$ cat src/rtl/turn_arbiter.sv
// turn_arbiter: two-player shot sequencer between the debounced buttons and
// the game core. It accepts fire presses only from the player whose turn it is,
// latches the switch coordinate and presents it to the core through a valid/ack
// handshake. Out-of-turn presses are reported as fouls.
//
// Optional feature: define SHOT_TIMEOUT_EN to enable the per-turn timer. When
// the timer is enabled, a player who does not fire within TIMEOUT_CYCLES cycles
// forfeits the turn. When SHOT_TIMEOUT_EN is not defined, there is no timer
// logic, and o_timeout and o_time_left are tied to 0.
module turn_arbiter #(
    parameter int unsigned TIMEOUT_CYCLES = 100
) (
    input  logic       i_clk,
    input  logic       i_rst,
    input  logic       i_start,
    input  logic       i_req_a,
    input  logic       i_req_b,
    input  logic [3:0] i_coord_in,
    input  logic       i_shot_ack,
    input  logic       i_game_over,
    output logic       o_shot_valid,
    output logic [3:0] o_shot_coord,
    output logic       o_shot_player,
    output logic       o_turn_player,
    output logic       o_foul,
    output logic       o_timeout,
    output logic [7:0] o_time_left,
    output logic [2:0] o_state_code
);

    localparam logic [2:0] ST_IDLE  = 3'd0;
    localparam logic [2:0] ST_TURN  = 3'd1;
    localparam logic [2:0] ST_ISSUE = 3'd2;
    localparam logic [2:0] ST_DONE  = 3'd3;

    // Value loaded into the timer at the start of every turn.
    localparam logic [7:0] TL_RELOAD = 8'(TIMEOUT_CYCLES - 1);

    logic [2:0] r_state;
    logic       r_prev_start;
    logic       r_prev_a;
    logic       r_prev_b;
    logic       r_turn;
    logic       r_shot_valid;
    logic [3:0] r_shot_coord;
    logic       r_shot_player;
    logic       r_foul;

    logic [2:0] w_state_d;
    logic       w_turn_d;
    logic       w_shot_valid_d;
    logic [3:0] w_shot_coord_d;
    logic       w_shot_player_d;
    logic       w_foul_d;

    logic       w_edge_start;
    logic       w_edge_a;
    logic       w_edge_b;
    logic       w_edge_own;
    logic       w_edge_other;

`ifdef SHOT_TIMEOUT_EN
    logic [7:0] r_time_left;
    logic       r_timeout;
    logic [7:0] w_time_left_d;
    logic       w_timeout_d;
`else
    logic       w_unused_reload;
`endif

    // Rising-edge detection. The previous-value registers reset high so a
    // button held through reset does not fire.
    always_comb begin
        w_edge_start = i_start & ~r_prev_start;
        w_edge_a     = i_req_a & ~r_prev_a;
        w_edge_b     = i_req_b & ~r_prev_b;
        w_edge_own   = r_turn ? w_edge_b : w_edge_a;
        w_edge_other = r_turn ? w_edge_a : w_edge_b;
    end

    // Next-state logic for the turn sequencer.
    always_comb begin
        w_state_d       = r_state;
        w_turn_d        = r_turn;
        w_shot_valid_d  = r_shot_valid;
        w_shot_coord_d  = r_shot_coord;
        w_shot_player_d = r_shot_player;
        w_foul_d        = 1'b0;
`ifdef SHOT_TIMEOUT_EN
        w_time_left_d   = r_time_left;
        w_timeout_d     = 1'b0;
`endif
        case (r_state)
            ST_IDLE: begin
                if (w_edge_start) begin
                    w_state_d = ST_TURN;
                    w_turn_d  = 1'b0;
`ifdef SHOT_TIMEOUT_EN
                    w_time_left_d = TL_RELOAD;
`endif
                end
            end
            ST_TURN: begin
                // A simultaneous press by the other player still counts as a foul.
                w_foul_d = w_edge_other;
                if (w_edge_own) begin
                    w_state_d       = ST_ISSUE;
                    w_shot_valid_d  = 1'b1;
                    w_shot_coord_d  = i_coord_in;
                    w_shot_player_d = r_turn;
                end
`ifdef SHOT_TIMEOUT_EN
                else if (r_time_left == 8'd0) begin
                    w_timeout_d   = 1'b1;
                    w_turn_d      = ~r_turn;
                    w_time_left_d = TL_RELOAD;
                end else begin
                    w_time_left_d = r_time_left - 8'd1;
                end
`endif
            end
            ST_ISSUE: begin
                if (i_shot_ack) begin
                    w_shot_valid_d = 1'b0;
                    if (i_game_over) begin
                        w_state_d = ST_DONE;
`ifdef SHOT_TIMEOUT_EN
                        w_time_left_d = 8'd0;
`endif
                    end else begin
                        w_state_d = ST_TURN;
                        w_turn_d  = ~r_turn;
`ifdef SHOT_TIMEOUT_EN
                        w_time_left_d = TL_RELOAD;
`endif
                    end
                end
            end
            ST_DONE: begin
                if (w_edge_start) begin
                    w_state_d = ST_IDLE;
                end
            end
            default: begin
                w_state_d      = ST_IDLE;
                w_shot_valid_d = 1'b0;
            end
        endcase
    end

    // State and output registers; reset drops any in-flight shot.
    always_ff @(posedge i_clk or posedge i_rst) begin
        if (i_rst) begin
            r_state       <= ST_IDLE;
            r_prev_start  <= 1'b1;
            r_prev_a      <= 1'b1;
            r_prev_b      <= 1'b1;
            r_turn        <= 1'b0;
            r_shot_valid  <= 1'b0;
            r_shot_coord  <= 4'd0;
            r_shot_player <= 1'b0;
            r_foul        <= 1'b0;
        end else begin
            r_state       <= w_state_d;
            r_prev_start  <= i_start;
            r_prev_a      <= i_req_a;
            r_prev_b      <= i_req_b;
            r_turn        <= w_turn_d;
            r_shot_valid  <= w_shot_valid_d;
            r_shot_coord  <= w_shot_coord_d;
            r_shot_player <= w_shot_player_d;
            r_foul        <= w_foul_d;
        end
    end

`ifdef SHOT_TIMEOUT_EN
    // Turn timer registers.
    always_ff @(posedge i_clk or posedge i_rst) begin
        if (i_rst) begin
            r_time_left <= 8'd0;
            r_timeout   <= 1'b0;
        end else begin
            r_time_left <= w_time_left_d;
            r_timeout   <= w_timeout_d;
        end
    end

    assign o_time_left = r_time_left;
    assign o_timeout   = r_timeout;
`else
    assign w_unused_reload = ^TL_RELOAD;
    assign o_time_left     = 8'd0;
    assign o_timeout       = 1'b0;
`endif

    assign o_shot_valid  = r_shot_valid;
    assign o_shot_coord  = r_shot_coord;
    assign o_shot_player = r_shot_player;
    assign o_turn_player = r_turn;
    assign o_foul        = r_foul;
    assign o_state_code  = r_state;

endmodule

$ cat config.mk
export PLATFORM = sky130hd
export DESIGN_NAME = turn_arbiter
export DESIGN_NICKNAME = d
export VERILOG_FILES = /design/src/rtl/turn_arbiter.sv
export SDC_FILE = /design/constraint.sdc
export NUM_CORES = 1
export LEC_CHECK = 0
export CORE_ASPECT_RATIO = 0.7
export CORE_UTILIZATION = 40
export DETAILED_ROUTE_END_ITERATION = 10
export DONT_BUFFER_PORTS = 1
export GPL_TIMING_DRIVEN = 0
export PLACE_DENSITY = 0.59
export SLEW_MARGIN = 20
export SYNTH_ARGS = -nofsm -noshare
export SYNTH_HDL_FRONTEND = slang
export SYNTH_SLANG_ARGS = --single-unit
$ cat constraint.sdc
create_clock -name i_clk -period 1.55 [get_ports i_clk]
set_input_delay 0.155 -clock i_clk [delete_from_list [all_inputs] [get_ports i_clk]]
set_output_delay 0.155 -clock i_clk [all_outputs]
set_load 0.01 [all_outputs]
# Yosys cells after proc, flatten, opt, wreduce, memory -nomap -nowiden
# Index checks and enable logic that the tools add are counted.
# Widths: inputs -> output; s select.
# word_totals
elab_cells	48
in_bits	11
output_inout_bits	20
register_bits	14
# classes
n_reduce_logical	7
bitwise_logic	8
mux	16
n_eq_ne	8
# op_table
cell	count
$mux 3	4
$pmux 3 s4	1
$ne 2x2->1 const B	5
$mux 1	8
$reduce_and 4->1	2
$eq 3x2->1 const B	2
$not 1->1	5
$and 1x1->1	3
$eq 3x1->1 const B	1
$logic_not 3->1	1
$pmux 1 s3	1
$reduce_and 3->1	1
$mux 2	1
$pmux 1 s2	1
$reduce_and 2->1	1
$reduce_bool 2->1	1
$reduce_or 2->1	1

# Longest topological paths before layout
# depth
depth_word	5
ltp_mapped	6
depth_no_buf	6

# Worst setup path after synthesis
# No wires, ideal clock.
# synth_timing
path_kind	flip-flop to flip-flop
startpoint	register r_state[0], in the netlist o_state_code[0]
endpoint	register r_state[1], in the netlist o_state_code[1]
arrival_time_ps	1459
setup_slack_ps	-33
path_buffers	0
setup_ps	125
synth_period_minus_slack_ps	1583
stages_incl_launch_ff	6
required_time_ps	1425
path_cell_list	dfrtp_1 inv_1 ha_1 nand2b_1 o2111a_1 mux2_2
# synth_between
elab_chain_len	3
elab_cells_between_ends	10
classes_between	7 x eq/ne; 1 x mux; 2 x reduce/logical
# synth_rtl
item	line	text
start, declared	39	logic [2:0] r_state;
start signal, assigned	164	r_state <= w_state_d;
$eq 3x1->1, or another cell as far along	93	case (r_state)
$ne 2x2->1 (no source line)	-	
$reduce_and 4->1 (no source line)	-	
# Parallel ways exist; a longest one is shown, timed or not.
# A chain may end at the register's enable or synchronous reset.

# Worst setup path after layout
# Ends and elaborated chain as after synthesis.

==> results.md <==
- Nets: ~110
- Outcome: finished clean
- CP max FO: 5
- Yosys reg bits: 13
- Static Leak: roughly 0.49 nW
- Final Critical Period: roughly 1.5 ns
- Global-route wire length before repair: between 1500 and 2000 µm
- Comb pwr share: roughly half
- Register area share after synthesis: roughly two fifths
- CTS tree: done
- Layout area overhead: 30.8%
- Worst Hold Class: in -> reg
- Die W: between 50 and 60 µm
- Starting density of the core: between 40% and 50%
- Worst-path clk slew: 0.08 ns
- Yosys warning total: 0
- Remaining antenna violation count after routing: 0
- Drt first pass iters: 4
- Total vias in the final route: roughly 520
- Die height: just under 40 µm
- Setup crit start kind: flop
- Mapped cell area: roughly 800 µm²
- Die area: between 0.002 and 0.0025 mm²
- Clock power share: about an eighth
- Vias per std cell: between 4 and 5
- Post-route clock skew: 0.00658 ns
- Worst-case clock buffer depth: 2
- # H-tree levels: 1
- Fin. max-slew vios: 0
- Vias in the first global route: around 400
- Final Hold Fails: 0
- Final wirelength: 1430 µm
- Worst path cell trace: clkinv_4 > ha_4 > nand2b_4 > o2111a_2 > mux2_4
- Port bufs: 0
- Pin count of the biggest net entering global routing: 14
- Net switching power: roughly 0.67 mW
- DR iter-0 viols: 9
- Clock Latency Late Sink: roughly 0.28 ns
- Max_cap viols: 0
- GRT Util Overall: 13.3%
- EDFF count, synth: 0
- Share of cells above drive strength 1: a little under half
- Gate Count Post-Synth: 68
- Sw Ratio: ~38%
- Number of diodes: 0
- Grt ovf: 0
- Synth unique cells: 29
- Finished Cell Area: just over 0.001 mm²
- GP Congestion: approximately 0.74
- Slowest stage delay, CP: around 0.48 ns
- Total core area: approximately 0.0019 mm²
- FP Rows: 13
- Number of remaining DRC errors: 0
- Reg power frac: between 30 and 40%
- I/O pin cnt: 31
- Critical Path RT: ~1.7 ns
- Worst Setup End Kind: flop
- Initial antenna violation count: 0
- TritonCTS Buffers: 3
- CTS root buffer: clkbuf_4
- Crit path DAT: 1.66 ns
- Max IR drop VDD: roughly 0.00091 V
- Final setup fails: 0
- Period utilization: approximately 97%
- Placed inst area: roughly 850 µm²
- Post-Synthesis Mean Instance Area: approximately 12 µm²
- Power per cell area: approximately 1700 mW/mm²
- Top FF cell, synth: dfrtp_1
- Final HPWL DP: about 900 µm
- Worst Setup Path Type: reg -> reg
- Slowest-stage cell, CP: dfrtp_2
- Wire per inst: roughly 13 µm
- Total power: about 1.8 mW
- Sink Count: 13
- Fmax: approximately 0.67 GHz
- Internal Power: approximately 1.1 mW
- Asr flop ratio synth: 100%
-- synthesized netlist by cell type, types with 2 or more instances --
cell type | n | share of area (%)
nand3_1 | 2 | 1.3
nand3b_1 | 2 | 1.9
buf_4 | 10 | 9.5
mux2i_1 | 2 | 2.5
a31oi_1 | 2 | 1.6
dfrtp_1 | 10 | 32
a21oi_1 | 2 | 1.3
dfstp_2 | 3 | 10
mux2_4 | 4 | 7.6
ha_1 | 6 | 9.5
nand2b_1 | 3 | 2.4
inv_1 | 5 | 2.4
-- layer usage --
layer / part of all wire (%) / global-route usage [%] / up-vias / wire length [µm]
met3: 9.9 / 10.2 / 2 / 142
li1: - / - / 261 / -
met5: 0 / 0 / - / 0
met1: 42 / 16.5 / 236 / 602
met4: 1.0 / 1.88 / 0 / 15
met2: 47 / 18.4 / 22 / 667
-- logic make-up (layout without fill, tap and decap cells) --
| group | count (synthesis) | in the layout | share of synthesized area (%) |
|---|---|---|---|
| buf+inv | 16 | 30 | 13.4 |
| compound gates | 9 | 9 | 8.11 |
| other cells | 1 | 10 | 0.476 |
| mux | 8 | 8 | 14.5 |
| flops | 13 | 13 | 41.8 |
| fa+ha+maj | 6 | 6 | 9.54 |
| simple gates | 15 | 15 | 12.2 |
-- state kept, by name (all words and copies together) (netlist names) --
signal	cells
o_shot_coord	4
o_turn_player	1
o_state_code	2
o_foul	1
r_prev_a	1
r_prev_start	1
o_shot_valid	1
r_prev_b	1
o_shot_player	1
-- final timing paths --
path | start | end | slack, ns | cells after the start
max in group asynchronous | i_rst | o_state_code[1] | 0.87 | 2
min | i_coord_in[0] | o_shot_coord[0] | 0.02 | 1
min in group asynchronous | i_rst | o_turn_player | 0.33 | 2
max | o_state_code[0] | o_state_code[1] | 0.05 | 5
max reg2reg | o_state_code[0] | o_state_code[1] | 0.05 | 5
min reg2reg | o_shot_player | o_shot_player | 0.57 | 1
-- critical path, delay by kind of cell (launching register included) --
kind / cells / cell delay, ns
AO/OA/AOI/OAI: 1 / 0.23
AND/OR/NAND/NOR: 1 / 0.06
flip-flops: 1 / 0.48
multiplexers: 1 / 0.30
buffers and inverters: 1 / 0.12
adder cells (fa/ha/maj): 1 / 0.19
-- layout make-up --
cell class,instances,area [µm²]
Timing Repair Buffer,10,88.8
Fill cell,158,825
Sequential cell,13,332
Tap cell,22,27.5
Buffer,11,86.3
Clock buffer,4,26.3
Multi-Input combinational cell,48,443
Inverter,5,26.3
-- layout by cell type, fill, tap and decap left out, types with 2 or more instances in the layout --
cell           synthesis  routed
a21oi_1                2       2
a31oi_1                2       2
buf_4                 10      15
buf_6                  1       2
clkbuf_4               0       3
conb_1                 1      10
dfrtp_1               10       8
dfrtp_2                0       2
dfstp_2                3       3
dlygate4sd3_1          0       4
ha_1                   6       3
ha_4                   0       3
inv_1                  5       3
mux2_4                 4       5
nand2b_1               3       2
nand3_1                2       2
nand3b_1               2       2
-- what timing repair did --
action                     4_1_cts  5_1_grt
setup buffers                    2        4
hold buffers                     4        0
pin swaps                        1        4
setup endpoints to repair        1        3
gates cloned                     0        0
resized for setup                2       15
hold endpoints to repair        13        0
-- power by group through the flow --
stage	registers [mW]	clock network, mW	logic (mW)
global placement	0.625	0	0.588
finish	0.650	0.207	0.910
CTS	0.628	0.210	0.648
global route	0.669	0.233	1.01
detailed placement	0.629	0	0.593
floorplan	0.603	0	0.521
-- per-stage QoR --
step / setup WS [ns] / util (%) / setup TNS [ns] / cells / hold slack (ns)
after floorplan: 0.000601 / - / 0 / 77 / 0.0297
after global placement: -0.116 / 45.8 / -0.116 / 99 / 0.0847
after detailed placement: -0.132 / 45.8 / -0.132 / 99 / 0.0902
after CTS: 0.0132 / 50.4 / 0 / 109 / 0.0197
after global routing: -0.0159 / 55.5 / -0.0159 / 113 / 0.0102
final: 0.0521 / 55.5 / 0 / 113 / 0.0179
Note: power is estimated with default switching activity, not from simulation.
